`src/rtl/icache_sram_pkg.sv`:
```
// Shared types and the lane-merge helper for the icache 1R1W SRAM.
// lane_merge serves both the array write path and the same-address read bypass.
package icache_sram_pkg;

  typedef enum logic [0:0] {
    S_CLEAR = 1'b0,
    S_READY = 1'b1
  } sram_state_e;

  // Widest word the merge helper handles; callers zero-extend into it and truncate back.
  localparam int unsigned LANE_MERGE_W   = 256;
  localparam int unsigned LANE_MERGE_IDX = 8;

  typedef logic [LANE_MERGE_W-1:0] lane_vec_t;

  function automatic lane_vec_t lane_merge(input lane_vec_t   old_data,
                                           input lane_vec_t   new_data,
                                           input lane_vec_t   mask,
                                           input int unsigned gran);
    lane_vec_t                 res;
    logic [LANE_MERGE_IDX-1:0] bit_idx;
    logic [LANE_MERGE_IDX-1:0] lane_idx;
    res = old_data;
    for (int b = 0; b < LANE_MERGE_W; b++) begin
      bit_idx  = LANE_MERGE_IDX'(b);
      lane_idx = LANE_MERGE_IDX'(b / int'(gran));
      if (mask[lane_idx]) begin
        res[bit_idx] = new_data[bit_idx];
      end
    end
    return res;
  endfunction

endpackage

```
`src/rtl/icache_sram_1r1w_bypass_if.sv`:
```
// Request/response bundle between the icache controller (master) and the SRAM (slave).
interface icache_sram_1r1w_bypass_if #(
  parameter int unsigned DATA_WIDTH = 8,
  parameter int unsigned ADDR_WIDTH = 4,
  parameter int unsigned WMASK_GRAN = 2
);
  localparam int unsigned NUM_WMASKS = DATA_WIDTH / WMASK_GRAN;

  logic                  csb_w;
  logic [ADDR_WIDTH-1:0] addr_w;
  logic [NUM_WMASKS-1:0] wmask_w;
  logic [DATA_WIDTH-1:0] din_w;
  logic                  csb_r;
  logic [ADDR_WIDTH-1:0] addr_r;
  logic [DATA_WIDTH-1:0] dout_r;
  logic                  rd_valid;
  logic                  busy;

  modport master (
    output csb_w, addr_w, wmask_w, din_w, csb_r, addr_r,
    input  dout_r, rd_valid, busy
  );

  modport slave (
    input  csb_w, addr_w, wmask_w, din_w, csb_r, addr_r,
    output dout_r, rd_valid, busy
  );

endinterface

```
`src/rtl/icache_sram_clear_ctrl.sv`:
```
// Post-reset clear sequencer: walks every address once writing zero, then parks in READY.
module icache_sram_clear_ctrl
  import icache_sram_pkg::*;
#(
  parameter int unsigned ADDR_WIDTH   = 4,
  parameter bit          CLEAR_ON_RST = 1'b1
) (
  input  logic                  clk,
  input  logic                  rst,
  output logic                  busy,
  output logic                  clr_we,
  output logic [ADDR_WIDTH-1:0] clr_addr
);

  localparam sram_state_e RstState = CLEAR_ON_RST ? S_CLEAR : S_READY;

  sram_state_e           state_q, state_d;
  logic [ADDR_WIDTH-1:0] cnt_q, cnt_d;

  always_ff @(posedge clk or posedge rst) begin
    if (rst) begin
      state_q <= RstState;
      cnt_q   <= '0;
    end else begin
      state_q <= state_d;
      cnt_q   <= cnt_d;
    end
  end

  always_comb begin
    state_d = state_q;
    cnt_d   = cnt_q;
    busy    = 1'b0;
    clr_we  = 1'b0;
    unique case (state_q)
      S_CLEAR: begin
        busy   = 1'b1;
        clr_we = 1'b1;
        cnt_d  = cnt_q + ADDR_WIDTH'(1);
        if (&cnt_q) begin
          state_d = S_READY;
        end
      end
      S_READY: begin
        state_d = S_READY;
      end
      default: state_d = RstState;
    endcase
  end

  assign clr_addr = cnt_q;

endmodule

```
`src/rtl/icache_sram_1r1w_bypass.sv`:
```
// Parametrised 1R1W icache SRAM with write-first same-address bypass, masked lanes,
// configurable read latency and an optional zero-clear pass after reset.
module icache_sram_1r1w_bypass
  import icache_sram_pkg::*;
#(
  parameter int unsigned DATA_WIDTH   = 8,
  parameter int unsigned ADDR_WIDTH   = 4,
  parameter int unsigned WMASK_GRAN   = 2,
  parameter int unsigned READ_LATENCY = 1,
  parameter bit          CLEAR_ON_RST = 1'b1
) (
  input logic                       clk,
  input logic                       rst,
  icache_sram_1r1w_bypass_if.slave  bus
);

  localparam int unsigned RAM_DEPTH  = 1 << ADDR_WIDTH;
  localparam int unsigned NUM_WMASKS = DATA_WIDTH / WMASK_GRAN;

  typedef logic [DATA_WIDTH-1:0] word_t;

  if (WMASK_GRAN == 0 || (DATA_WIDTH % WMASK_GRAN) != 0) begin : g_bad_gran
    $fatal(1, "DATA_WIDTH must be a multiple of WMASK_GRAN");
  end
  if (READ_LATENCY != 1 && READ_LATENCY != 2) begin : g_bad_lat
    $fatal(1, "READ_LATENCY must be 1 or 2");
  end
  if (ADDR_WIDTH < 1) begin : g_bad_addr
    $fatal(1, "ADDR_WIDTH must be at least 1");
  end
  if (DATA_WIDTH > LANE_MERGE_W) begin : g_bad_width
    $fatal(1, "DATA_WIDTH exceeds lane_merge capacity");
  end

  function automatic word_t merge_word(input word_t old_w, input word_t new_w,
                                       input logic [NUM_WMASKS-1:0] m);
    return word_t'(lane_merge(lane_vec_t'(old_w), lane_vec_t'(new_w), lane_vec_t'(m),
                              WMASK_GRAN));
  endfunction

  logic                  busy;
  logic                  clr_we;
  logic [ADDR_WIDTH-1:0] clr_addr;

  icache_sram_clear_ctrl #(
    .ADDR_WIDTH   (ADDR_WIDTH),
    .CLEAR_ON_RST (CLEAR_ON_RST)
  ) u_clear_ctrl (
    .clk      (clk),
    .rst      (rst),
    .busy     (busy),
    .clr_we   (clr_we),
    .clr_addr (clr_addr)
  );

  word_t mem [RAM_DEPTH];

  // The clear sequencer owns the write port while busy; user requests are dropped.
  logic                  we;
  logic [ADDR_WIDTH-1:0] waddr;
  word_t                 wdata;
  logic [NUM_WMASKS-1:0] wmask;

  always_comb begin
    we    = 1'b0;
    waddr = '0;
    wdata = '0;
    wmask = '0;
    if (busy) begin
      we    = clr_we;
      waddr = clr_addr;
      wmask = '1;
    end else begin
      we    = ~bus.csb_w;
      waddr = bus.addr_w;
      wdata = bus.din_w;
      wmask = bus.wmask_w;
    end
  end

  always_ff @(posedge clk) begin
    if (we) begin
      mem[waddr] <= merge_word(mem[waddr], wdata, wmask);
    end
  end

  logic  rd_req;
  logic  hit;
  word_t rd_word;

  assign rd_req  = ~busy & ~bus.csb_r;
  assign hit     = ~bus.csb_w & (bus.addr_w == bus.addr_r);
  assign rd_word = hit ? merge_word(mem[bus.addr_r], bus.din_w, bus.wmask_w)
                       : mem[bus.addr_r];

  word_t dout_q;
  logic  valid_q;

  // Read data is snapshotted at the request edge, so later writes cannot disturb it.
  if (READ_LATENCY == 2) begin : g_lat2
    logic  s1_valid_q;
    word_t s1_data_q;

    always_ff @(posedge clk or posedge rst) begin
      if (rst) begin
        s1_valid_q <= 1'b0;
        s1_data_q  <= '0;
        valid_q    <= 1'b0;
        dout_q     <= '0;
      end else begin
        s1_valid_q <= rd_req;
        if (rd_req) begin
          s1_data_q <= rd_word;
        end
        valid_q <= s1_valid_q;
        if (s1_valid_q) begin
          dout_q <= s1_data_q;
        end
      end
    end
  end else begin : g_lat1
    always_ff @(posedge clk or posedge rst) begin
      if (rst) begin
        valid_q <= 1'b0;
        dout_q  <= '0;
      end else begin
        valid_q <= rd_req;
        if (rd_req) begin
          dout_q <= rd_word;
        end
      end
    end
  end

  assign bus.dout_r   = dout_q;
  assign bus.rd_valid = valid_q;
  assign bus.busy     = busy;

endmodule

```
`src/flat_wrapper.sv`:
```
// flat-port wrapper written by rule: the top's interface ports become plain ports
module icache_sram_1r1w_bypass_flat import icache_sram_pkg::*;
#(
  parameter int unsigned DATA_WIDTH   = 8,
  parameter int unsigned ADDR_WIDTH   = 4,
  parameter int unsigned WMASK_GRAN   = 2,
  parameter int unsigned READ_LATENCY = 1,
  parameter bit          CLEAR_ON_RST = 1'b1
)
  (clk, rst, bus_csb_w, bus_addr_w, bus_wmask_w, bus_din_w, bus_csb_r, bus_addr_r, bus_dout_r, bus_rd_valid, bus_busy);
  icache_sram_1r1w_bypass_if #(.DATA_WIDTH(DATA_WIDTH), .ADDR_WIDTH(ADDR_WIDTH), .WMASK_GRAN(WMASK_GRAN)) bus_i ();
  input logic clk;
  input logic rst;
  input wire logic [$bits(bus_i.csb_w)-1:0] bus_csb_w;
  input wire logic [$bits(bus_i.addr_w)-1:0] bus_addr_w;
  input wire logic [$bits(bus_i.wmask_w)-1:0] bus_wmask_w;
  input wire logic [$bits(bus_i.din_w)-1:0] bus_din_w;
  input wire logic [$bits(bus_i.csb_r)-1:0] bus_csb_r;
  input wire logic [$bits(bus_i.addr_r)-1:0] bus_addr_r;
  output wire logic [$bits(bus_i.dout_r)-1:0] bus_dout_r;
  output wire logic [$bits(bus_i.rd_valid)-1:0] bus_rd_valid;
  output wire logic [$bits(bus_i.busy)-1:0] bus_busy;
  assign bus_i.csb_w = bus_csb_w;
  assign bus_i.addr_w = bus_addr_w;
  assign bus_i.wmask_w = bus_wmask_w;
  assign bus_i.din_w = bus_din_w;
  assign bus_i.csb_r = bus_csb_r;
  assign bus_i.addr_r = bus_addr_r;
  assign bus_dout_r = bus_i.dout_r;
  assign bus_rd_valid = bus_i.rd_valid;
  assign bus_busy = bus_i.busy;
  icache_sram_1r1w_bypass #(.DATA_WIDTH(DATA_WIDTH), .ADDR_WIDTH(ADDR_WIDTH), .WMASK_GRAN(WMASK_GRAN), .READ_LATENCY(READ_LATENCY), .CLEAR_ON_RST(CLEAR_ON_RST)) u_core (.clk(clk), .rst(rst), .bus(bus_i));
endmodule
```
`config.mk`:
```
export PLATFORM = sky130hd
export DESIGN_NAME = icache_sram_1r1w_bypass_flat
export DESIGN_NICKNAME = d
export VERILOG_FILES = /design/src/rtl/icache_sram_pkg.sv /design/src/rtl/icache_sram_1r1w_bypass_if.sv /design/src/rtl/icache_sram_clear_ctrl.sv /design/src/rtl/icache_sram_1r1w_bypass.sv /design/src/flat_wrapper.sv
export SDC_FILE = /design/constraint.sdc
export NUM_CORES = 1
export LEC_CHECK = 0
export CORE_ASPECT_RATIO = 0.8
export CORE_MARGIN = 2
export CORE_UTILIZATION = 25
export DETAILED_ROUTE_END_ITERATION = 6
export HOLD_SLACK_MARGIN = 0.06
export PLACE_DENSITY = 0.38
export SLEW_MARGIN = 20
export SYNTH_ARGS = -nofsm -noshare
export SYNTH_HDL_FRONTEND = slang
export SYNTH_HIERARCHICAL = 1
export SYNTH_SLANG_ARGS = --single-unit
```
`constraint.sdc`:
```
create_clock -name clk -period 1.8 [get_ports clk]
set_input_delay 0.36 -clock clk [delete_from_list [all_inputs] [get_ports clk]]
set_output_delay 0.36 -clock clk [all_outputs]
set_load 0.02 [all_outputs]
```
==> tab_implementation.tex, run 1 <==
\begin{tabular}{lr}
\hline
Metric & Value \\
\hline
\multicolumn{2}{l}{\textbf{GRT}} \\
Number of global-route vias before repair & 4005 \\
GRT Overall Usage & 14.0\% \\
Maximum number of pins on one net before global-route repair & 32 \\
Gr ovfl total & 0 \\
Global-route wire length before repair & 25.8 mm \\
Initial antenna violation count & 0 \\
\multicolumn{2}{l}{\textbf{Placement}} \\
Placement-stage cell area & 7480 um2 \\
Placer's final routability congestion estimate & 0.734 \\
HPWL after detailed placement & 12.3 mm \\
Number of I/O port buffers & 33 \\
Placement Setup Slack & -0.472 ns \\
Placed Cells & 792 \\
\multicolumn{2}{l}{\textbf{Layout}} \\
Finished Core Util & 35.2\% \\
Final cell count without fillers & 830 \\
Final \#Nets & 524 \\
Design area & 8560 um2 \\
Filler cells & 2312 \\
Area delta synth->final & 38.6\% \\
Proportion of layout cells with a drive suffix above 1 & 45.1\% \\
Total inserted antenna cells & 0 \\
\multicolumn{2}{l}{\textbf{Floorplanning}} \\
Area of the die & 26000 um2 \\
Core box area & 24300 um2 \\
Initial standard-cell utilization of the core & 25.4\% \\
I/O pin count & 34 \\
Total number of placement rows & 51 \\
Horizontal die dimension & 180 um \\
Die height & 145 um \\
\multicolumn{2}{l}{\textbf{Power and ir drop}} \\
Max VDD drop & 0.610 mV \\
Leakage power & 2.95 nW \\
Total power density per cell area & 926 nW/um2 \\
\multicolumn{2}{l}{\textbf{Worst setup path}} \\
CP Max Fanout & 8 \\
CP cell instances & clkinv\_4 -> buf\_4 -> o32ai\_4 -> nand2\_1 -> buf\_4 -> nor2\_2 \\
Launching instance or port of the critical path & u\_core/u\_clear\_ctrl/state\_q \\
WP data required & 1.92 ns \\
WP data arrival & 1.90 ns \\
Type of the worst setup path & reg -> reg \\
Worst path buffer plus inverter count & 3 \\
Most used cell along the critical path & sky130\_fd\_sc\_hd\_\_buf\_4 \\
Crit. End Element & flip-flop \\
Category of the worst setup path launch point & flip-flop \\
Cell at the slowest stage of the critical path & sky130\_fd\_sc\_hd\_\_dfrtp\_1 \\
Reg2Reg Launch Point & u\_core/u\_clear\_ctrl/state\_q \\
Family of cells with the greatest summed delay on the critical path & buffers and inverters \\
Register-to-register path setup slack & 0.02 ns \\
Crit path largest cell delay & 0.40 ns \\
\multicolumn{2}{l}{\textbf{Route}} \\
Number of optimization iterations in the first detailed-route pass & 5 \\
Residual DRC & 0 \\
DR WL/cell & 21.1 um \\
Vias per cell & 4.56 \\
Final routed wirelength across all metal layers & 17.5 mm \\
Count of antenna-violating nets left after detailed routing & 0 \\
Starting DRC count in detailed routing & 246 \\
DR vias & 3782 \\
\multicolumn{2}{l}{\textbf{Logic synthesis}} \\
Number of storage elements in the synthesis netlist & 142 \\
Library cell occupying the most area in the post-synthesis netlist & sky130\_fd\_sc\_hd\_\_edfxtp\_1 \\
Synth top area cells & sky130\_fd\_sc\_hd\_\_edfxtp\_1 62\%, sky130\_fd\_sc\_hd\_\_mux4\_2 6.9\%, sky130\_fd\_sc\_hd\_\_dfrtp\_1 5.7\% \\
Fraction of synthesis flops using an asynchronous set or reset pin & 9.86\% \\
Top-area cell type share of the netlist area & 62.2\% \\
Number of enable flip-flop cells after synthesis & 128 \\
Cell types with the highest counts after synthesis & 128 x sky130\_fd\_sc\_hd\_\_edfxtp\_1, 76 x sky130\_fd\_sc\_hd\_\_nor2\_1, 20 x sky130\_fd\_sc\_hd\_\_nand2\_1 \\
Synth Cell Area & 6180 um2 \\
Mapped Nets & 410 \\
Proportion of synthesized chip area in sequential cells & 67.9\% \\
Average cell area after synthesis & 16.0 um2 \\
Cells after Synth & 385 \\
Most used flip-flop cell after synthesis & sky130\_fd\_sc\_hd\_\_edfxtp\_1 \\
Count of warnings emitted by yosys & 6 \\
Most common cell in the netlist & sky130\_fd\_sc\_hd\_\_edfxtp\_1 \\
Count of distinct cell types in the synthesized netlist & 36 \\
\multicolumn{2}{l}{\textbf{STA}} \\
Least setup slack across all paths after layout & 0.0162 ns \\
Fin crit share & 99.1\% \\
RSZ-0062 raised after global routing & yes \\
Final period demand of the worst path & 1.78 ns \\
Hold Fails Final Rpt & 0 \\
Number of setup violations in the final report & 0 \\
Total negative slack for setup checks & 0 ns \\
Worst-case headroom to the max-slew limit & 55.6\% \\
Maximum frequency from static timing analysis & 0.561 GHz \\
Worst-case clock skew & 0.00921 ns \\
Max Slew Vio Count & 0 \\
Slew at the pin closest to its max-slew limit & 0.665 ns \\
\multicolumn{2}{l}{\textbf{CTS}} \\
Number of levels in the clock H-tree & 4 \\
Cts bufs inserted & 17 \\
Worst-Skew Late Latency & 0.43 ns \\
Maximum clock path buffer count & 2 \\
Clk sinks & 142 \\
Cell chosen for the clock root & sky130\_fd\_sc\_hd\_\_clkbuf\_16 \\
Register clock-pin slew on the reported worst setup and hold paths & 0.06 ns \\
TritonCTS clock tree & yes \\
\multicolumn{2}{l}{\textbf{Outcome}} \\
Status & finished, final reports clean \\
\multicolumn{2}{l}{\textbf{Min path}} \\
Classification of the worst-slack hold path & in -> async \\
\multicolumn{2}{l}{\textbf{Flow run}} \\
Max cap viols & 0 \\
\hline
\end{tabular}
-- worst reg2reg max path, delay by kind of cell, from the launching register on --
family	cells	cell delay, ns
compound gates	1	0.33
buf+inv	3	0.48
flops	1	0.40
simple gates	2	0.29
-- report_power, final --
group	total [mW]	switching [mW]	internal [mW]
clock network	3.55	1.44	2.11
logic	0.737	0.399	0.337
registers	3.64	0.0166	3.63
-- per-stage QoR --
step / total power, mW / hold slack, ns
floorplan: 4.05 / 0.139
global placement: 4.41 / 0.508
detailed placement: 4.40 / 0.506
CTS: 7.98 / 0.181
global route: 8.20 / 0.203
finish: 7.93 / 0.201
-- routing by layer --
| layer | part of all wire, % | track usage [%] | up-vias |
|---|---|---|---|
| met5 | 0 | 0 | - |
| met4 | 1.1 | 4.15 | 0 |
| met3 | 4.2 | 3.27 | 13 |
| met2 | 45 | 21.9 | 78 |
| met1 | 50 | 19.6 | 1964 |
| li1 | - | - | 1727 |
-- path summary, 6_finish.rpt --
check	endpoint	cells after the start
hold reg to reg	u_core/bus.dout_r[5]	1
setup / recovery	u_core/mem[10][2]	6
max in group asynchronous	u_core/bus.dout_r[6]	3
hold / removal	u_core/u_clear_ctrl/clr_addr[0]	2
setup reg to reg	u_core/mem[10][2]	6
min in group clk	u_core/bus.dout_r[5]	1
-- timing repair --
item	CTS	global route
cloned	0	0
pin swaps	3	8
gates resized for setup	52	82
hold buffers	0	0
setup buffers	1	5
setup endpoints to repair	260	132
-- cell usage in the layout (no fill, tap or decap), drive strengths merged, types with 3 or more instances in the layout --
cell             n
dlygate4sd2      3
clkbuf          19
o22a             5
o31a             3
mux4            32
nand2           20
nand2b           7
a2bb2oi          5
nor2b            5
dfrtp           14
nor2            76
o32ai            4
dlymetal6s2s     4
xnor2            7
a21oi            3
edfxtp         128
a22oi           10
buf             85
a22o             7
o31ai            5
clkinv           3
clkdlybuf4s50   24
o22ai            4
o21a             4
inv             23
-- layout make-up --
cell class	instances	area [um2]	share of cell area [%]
Tap cell	318	398	4.65
Multi-Input combinational cell	206	2200	25.7
Clock buffer	19	443	5.17
Sequential cell	142	4190	49.0
Inverter	16	65.1	0.760
Clock inverter	13	150	1.75
Timing Repair Buffer	116	1110	13.0
-- registers in the layout, indices dropped and copies added (netlist names) --
name	flops
u_core/mem	128
u_core/bus.dout_r	8
u_core/u_clear_ctrl/clr_addr	4
u_core/bus.rd_valid	1
u_core/u_clear_ctrl/state_q	1
-- cells by family after synthesis --
group	count (synthesis)	synth area share, %
buffers and inverters	37	3.42
AND/OR/NAND/NOR	113	8.04
adder cells (fa/ha/maj)	1	0.202
AO/OA/AOI/OAI	52	6.70
multiplexers	33	12.6
flip-flops	142	67.9
XOR/XNOR	7	1.11
(Power assumes the default switching activity.)
==> run 2, diff against run 1 <==
CTS_CLUSTER_DIAMETER = 40   (was default)
SLEW_MARGIN = default   (was 20)
==> results of run 2 <==
Same layout as run 1: the final DEF is identical, and so are final timing and power.
==> run 3, diff against run 2 <==
ABC_CLOCK_PERIOD_IN_PS = 1800   (was default)
SYNTH_HIERARCHICAL = default   (was 1)
==> tab_implementation.tex, run 3 <==
\begin{tabular}{lr}
\hline
Metric & Value \\
\hline
\multicolumn{2}{l}{\textbf{Logic synthesis}} \\
Proportion of synthesized chip area in sequential cells & 68.1\% (+0.21 points) \\
Average cell area after synthesis & 16.0 um2 (-0.56\%) \\
Top-area cell type share of the netlist area & 62.4\% (+0.19 points) \\
Synth top area cells & sky130\_fd\_sc\_hd\_\_edfxtp\_1 62\%, sky130\_fd\_sc\_hd\_\_mux4\_2 6.9\%, sky130\_fd\_sc\_hd\_\_dfrtp\_1 5.7\% \\
Fraction of synthesis flops using an asynchronous set or reset pin & 9.86\% (unchanged) \\
Most common cell in the netlist & sky130\_fd\_sc\_hd\_\_edfxtp\_1 \\
Number of enable flip-flop cells after synthesis & 128 (unchanged) \\
Synth Cell Area & 6160 um2 (-0.30\%) \\
Cells after Synth & 386 (+0.26\%) \\
Count of warnings emitted by yosys & 0 (-6) \\
Library cell occupying the most area in the post-synthesis netlist & sky130\_fd\_sc\_hd\_\_edfxtp\_1 \\
Most used flip-flop cell after synthesis & sky130\_fd\_sc\_hd\_\_edfxtp\_1 \\
Mapped Nets & 411 (+0.24\%) \\
Cell types with the highest counts after synthesis & 128 x sky130\_fd\_sc\_hd\_\_edfxtp\_1, 76 x sky130\_fd\_sc\_hd\_\_nor2\_1, 20 x sky130\_fd\_sc\_hd\_\_nand2\_1 \\
Number of storage elements in the synthesis netlist & 142 (unchanged) \\
Count of distinct cell types in the synthesized netlist & 36 (unchanged) \\
\multicolumn{2}{l}{\textbf{Power and ir drop}} \\
Max VDD drop & 0.619 mV (+1.5\%) \\
Leakage power & 2.90 nW (-1.8\%) \\
Total power density per cell area & 935 nW/um2 (+1.0\%) \\
\multicolumn{2}{l}{\textbf{Worst setup path}} \\
Cell at the slowest stage of the critical path & sky130\_fd\_sc\_hd\_\_dfrtp\_2 \\
Type of the worst setup path & reg -> reg \\
CP Capture Point & u\_core.mem[0][7] \\
Crit. End Element & flip-flop \\
WP data required & 1.93 ns (about the same) \\
Category of the worst setup path launch point & flip-flop \\
Reg2Reg Launch Point & u\_core.u\_clear\_ctrl.state\_q \\
Launching instance or port of the critical path & u\_core.u\_clear\_ctrl.state\_q \\
Register-to-register path setup slack & -0.02 ns (-0.04 ns) \\
WP data arrival & 1.95 ns (+0.05 ns) \\
Reg2reg path depth & 6 (unchanged) \\
Endpoint of the lowest-slack register-to-register path & u\_core.mem[0][7] \\
CP cell instances & or3\_4 -> o31ai\_2 -> buf\_4 -> nand2\_2 -> buf\_6 -> nor2\_4 \\
Crit path largest cell delay & 0.48 ns (+0.08 ns) \\
CP Max Fanout & 7 (-1) \\
\multicolumn{2}{l}{\textbf{GRT}} \\
GRT Overall Usage & 13.4\% (-0.63 points) \\
Global-route wire length before repair & 24.6 mm (-4.6\%) \\
Initial antenna violation count & 0 (unchanged) \\
Gr ovfl total & 0 (unchanged) \\
Number of global-route vias before repair & 3791 (-5.3\%) \\
Maximum number of pins on one net before global-route repair & 33 (+3.1\%) \\
\multicolumn{2}{l}{\textbf{CTS}} \\
Worst-Skew Late Latency & 0.42 ns (about the same) \\
TritonCTS clock tree & yes \\
Cts bufs inserted & 17 (unchanged) \\
Cell chosen for the clock root & sky130\_fd\_sc\_hd\_\_clkbuf\_16 \\
Register clock-pin slew on the reported worst setup and hold paths & 0.06 ns (about the same) \\
Count of hold buffers inserted by post-cts repair & 0 (unchanged) \\
Number of levels in the clock H-tree & 4 (unchanged) \\
Clk sinks & 142 (unchanged) \\
Maximum clock path buffer count & 2 (unchanged) \\
\multicolumn{2}{l}{\textbf{Route}} \\
DR vias & 3655 (-3.4\%) \\
Starting DRC count in detailed routing & 269 (+9.3\%) \\
Final routed wirelength across all metal layers & 17.1 mm (-2.2\%) \\
Number of optimization iterations in the first detailed-route pass & 4 (-1) \\
Residual DRC & 0 (unchanged) \\
Vias per cell & 4.47 (-1.9\%) \\
Count of antenna-violating nets left after detailed routing & 0 (unchanged) \\
DR WL/cell & 20.9 um (-0.72\%) \\
\multicolumn{2}{l}{\textbf{Floorplanning}} \\
Total number of placement rows & 51 (unchanged) \\
Core box area & 24200 um2 (-0.26\%) \\
I/O pin count & 34 (unchanged) \\
Horizontal die dimension & 179 um (-0.15\%) \\
Die height & 144 um (-0.15\%) \\
Area of the die & 25900 um2 (-0.30\%) \\
Initial standard-cell utilization of the core & 25.4\% (about the same) \\
\multicolumn{2}{l}{\textbf{STA}} \\
Final Hold Slack & 0.286 ns (+0.0851 ns) \\
Fin crit share & 101\% (+2.3 points) \\
Least setup slack across all paths after layout & -0.0246 ns (-0.0408 ns) \\
Worst-case clock skew & 0.00917 ns (-0.0000303 ns) \\
Number of setup violations in the final report & 7 (+7) \\
RSZ-0062 raised after global routing & yes \\
Maximum frequency from static timing analysis & 0.548 GHz (-2.2\%) \\
Total negative slack for setup checks & -0.0817 ns (-0.0817 ns) \\
Final period demand of the worst path & 1.82 ns (+0.0408 ns) \\
Worst-case headroom to the max-slew limit & 57.3\% (+1.7 points) \\
Max Slew Vio Count & 0 (unchanged) \\
Hold Fails Final Rpt & 0 (unchanged) \\
Slew at the pin closest to its max-slew limit & 0.639 ns (-0.0252 ns) \\
\multicolumn{2}{l}{\textbf{Outcome}} \\
Violated checks & negative setup slack \\
Status & finished, violations left \\
\multicolumn{2}{l}{\textbf{Layout}} \\
Reg with most FFs & u\_core.mem \\
Total inserted antenna cells & 0 (unchanged) \\
Commonest non-fill, non-tap cell in the layout & sky130\_fd\_sc\_hd\_\_edfxtp\_1 \\
Area delta synth->final & 37.7\% \\
Finished Core Util & 35.0\% (-0.23 points) \\
Final \#Nets & 512 (-2.3\%) \\
Top library cells by usage in the layout, fill and taps aside & 128 x sky130\_fd\_sc\_hd\_\_edfxtp\_1, 47 x sky130\_fd\_sc\_hd\_\_buf\_4, 35 x sky130\_fd\_sc\_hd\_\_nor2\_4 \\
Design area & 8480 um2 (-0.92\%) \\
Final cell count without fillers & 818 (-1.4\%) \\
Flip-flop count of the largest register, all copies and words added & 128 (unchanged) \\
Proportion of layout cells with a drive suffix above 1 & 42.0\% (-3.1 points) \\
\multicolumn{2}{l}{\textbf{Flow run}} \\
Max cap viols & 0 (unchanged) \\
\multicolumn{2}{l}{\textbf{Placement}} \\
Placer's final routability congestion estimate & 0.782 (+6.6\%) \\
Number of I/O port buffers & 33 (unchanged) \\
HPWL after detailed placement & 12.1 mm (-1.5\%) \\
Placed Cells & 779 (-1.6\%) \\
Placement-stage cell area & 7330 um2 (-2.0\%) \\
\multicolumn{2}{l}{\textbf{Min path}} \\
Classification of the worst-slack hold path & in -> async \\
\hline
\end{tabular}
-- run 3: repair_timing --
action | 4_1_cts | 5_1_grt
cloned | 0 | 1
setup buffers | 1 | 5
pin swaps | 0 | 5
gates resized for setup | 82 | 67
endpoints found under the setup margin | 214 | 113
-- run 3: how the worst min path moves through the flow --
| stage | startpoint | end | slack (ns) | cells after the start |
|---|---|---|---|---|
| final | rst | u_core.u_clear_ctrl.clr_addr[2] | 0.29 | 3 |
| after global routing | rst | u_core.u_clear_ctrl.clr_addr[2] | 0.29 | 3 |
| after CTS | rst | u_core.u_clear_ctrl.clr_addr[2] | 0.27 | 3 |
| after detailed placement | u_core.bus.dout_r[3] | u_core.bus.dout_r[3] | 0.53 | 1 |
| after global placement | u_core.bus.dout_r[3] | u_core.bus.dout_r[3] | 0.53 | 1 |
| after floorplan | rst | u_core.bus.dout_r[0] | 0.25 | 1 |
-- run 3: worst max-delay path: cells and delay by family (launching register included) --
kind	cells	cell delay, ns
simple gates	3	0.62
flops	1	0.48
compound gates	1	0.07
buf+inv	2	0.36
-- run 3: per-stage QoR --
stage | total power [mW] | worst slack [ns]
after global routing | 8.22 | -0.0754
after detailed placement | 4.38 | -0.428
after CTS | 7.96 | -0.0671
after floorplan | 4.05 | 0.0368
after global placement | 4.38 | -0.479
final | 7.93 | -0.0246
-- run 3: area by class of cell --
cell class,count,area (um2)
clock buffers,21,460
multi-input cells,208,2160
well taps,318,398
clock inverters,11,140
fillers,2345,15800
inverters,12,50.0
flip-flops and latches,142,4200
repair buffers,106,1080
-- run 3: power breakdown --
| group | internal (mW) | total (mW) | switching [mW] | leakage, nW |
|---|---|---|---|---|
| clock | 2.24 | 3.56 | 1.32 | 0.297 |
| sequential | 3.63 | 3.65 | 0.0234 | 1.32 |
| combinational | 0.325 | 0.722 | 0.396 | 1.28 |
-- run 3: kinds of logic after synthesis --
| family | Yosys count | synth area share (%) |
|---|---|---|
| DFF | 142 | 68.1 |
| xor gates and xnor gates | 7 | 1.12 |
| buffers and inverters | 36 | 3.35 |
| muxes | 33 | 12.7 |
| and+or+nand+nor | 119 | 8.37 |
| AOI/OAI and AO/OA | 48 | 6.20 |
| adders and majority gates | 1 | 0.203 |
-- run 3: layer usage --
| layer | global-route usage (%) | wire, um | vias up |
|---|---|---|---|
| li1 | - | - | 1703 |
| met1 | 18.0 | 7990 | 1845 |
| met2 | 21.3 | 7980 | 98 |
| met3 | 4.18 | 1020 | 9 |
| met4 | 3.12 | 131 | 0 |
| met5 | 0 | 0 | - |
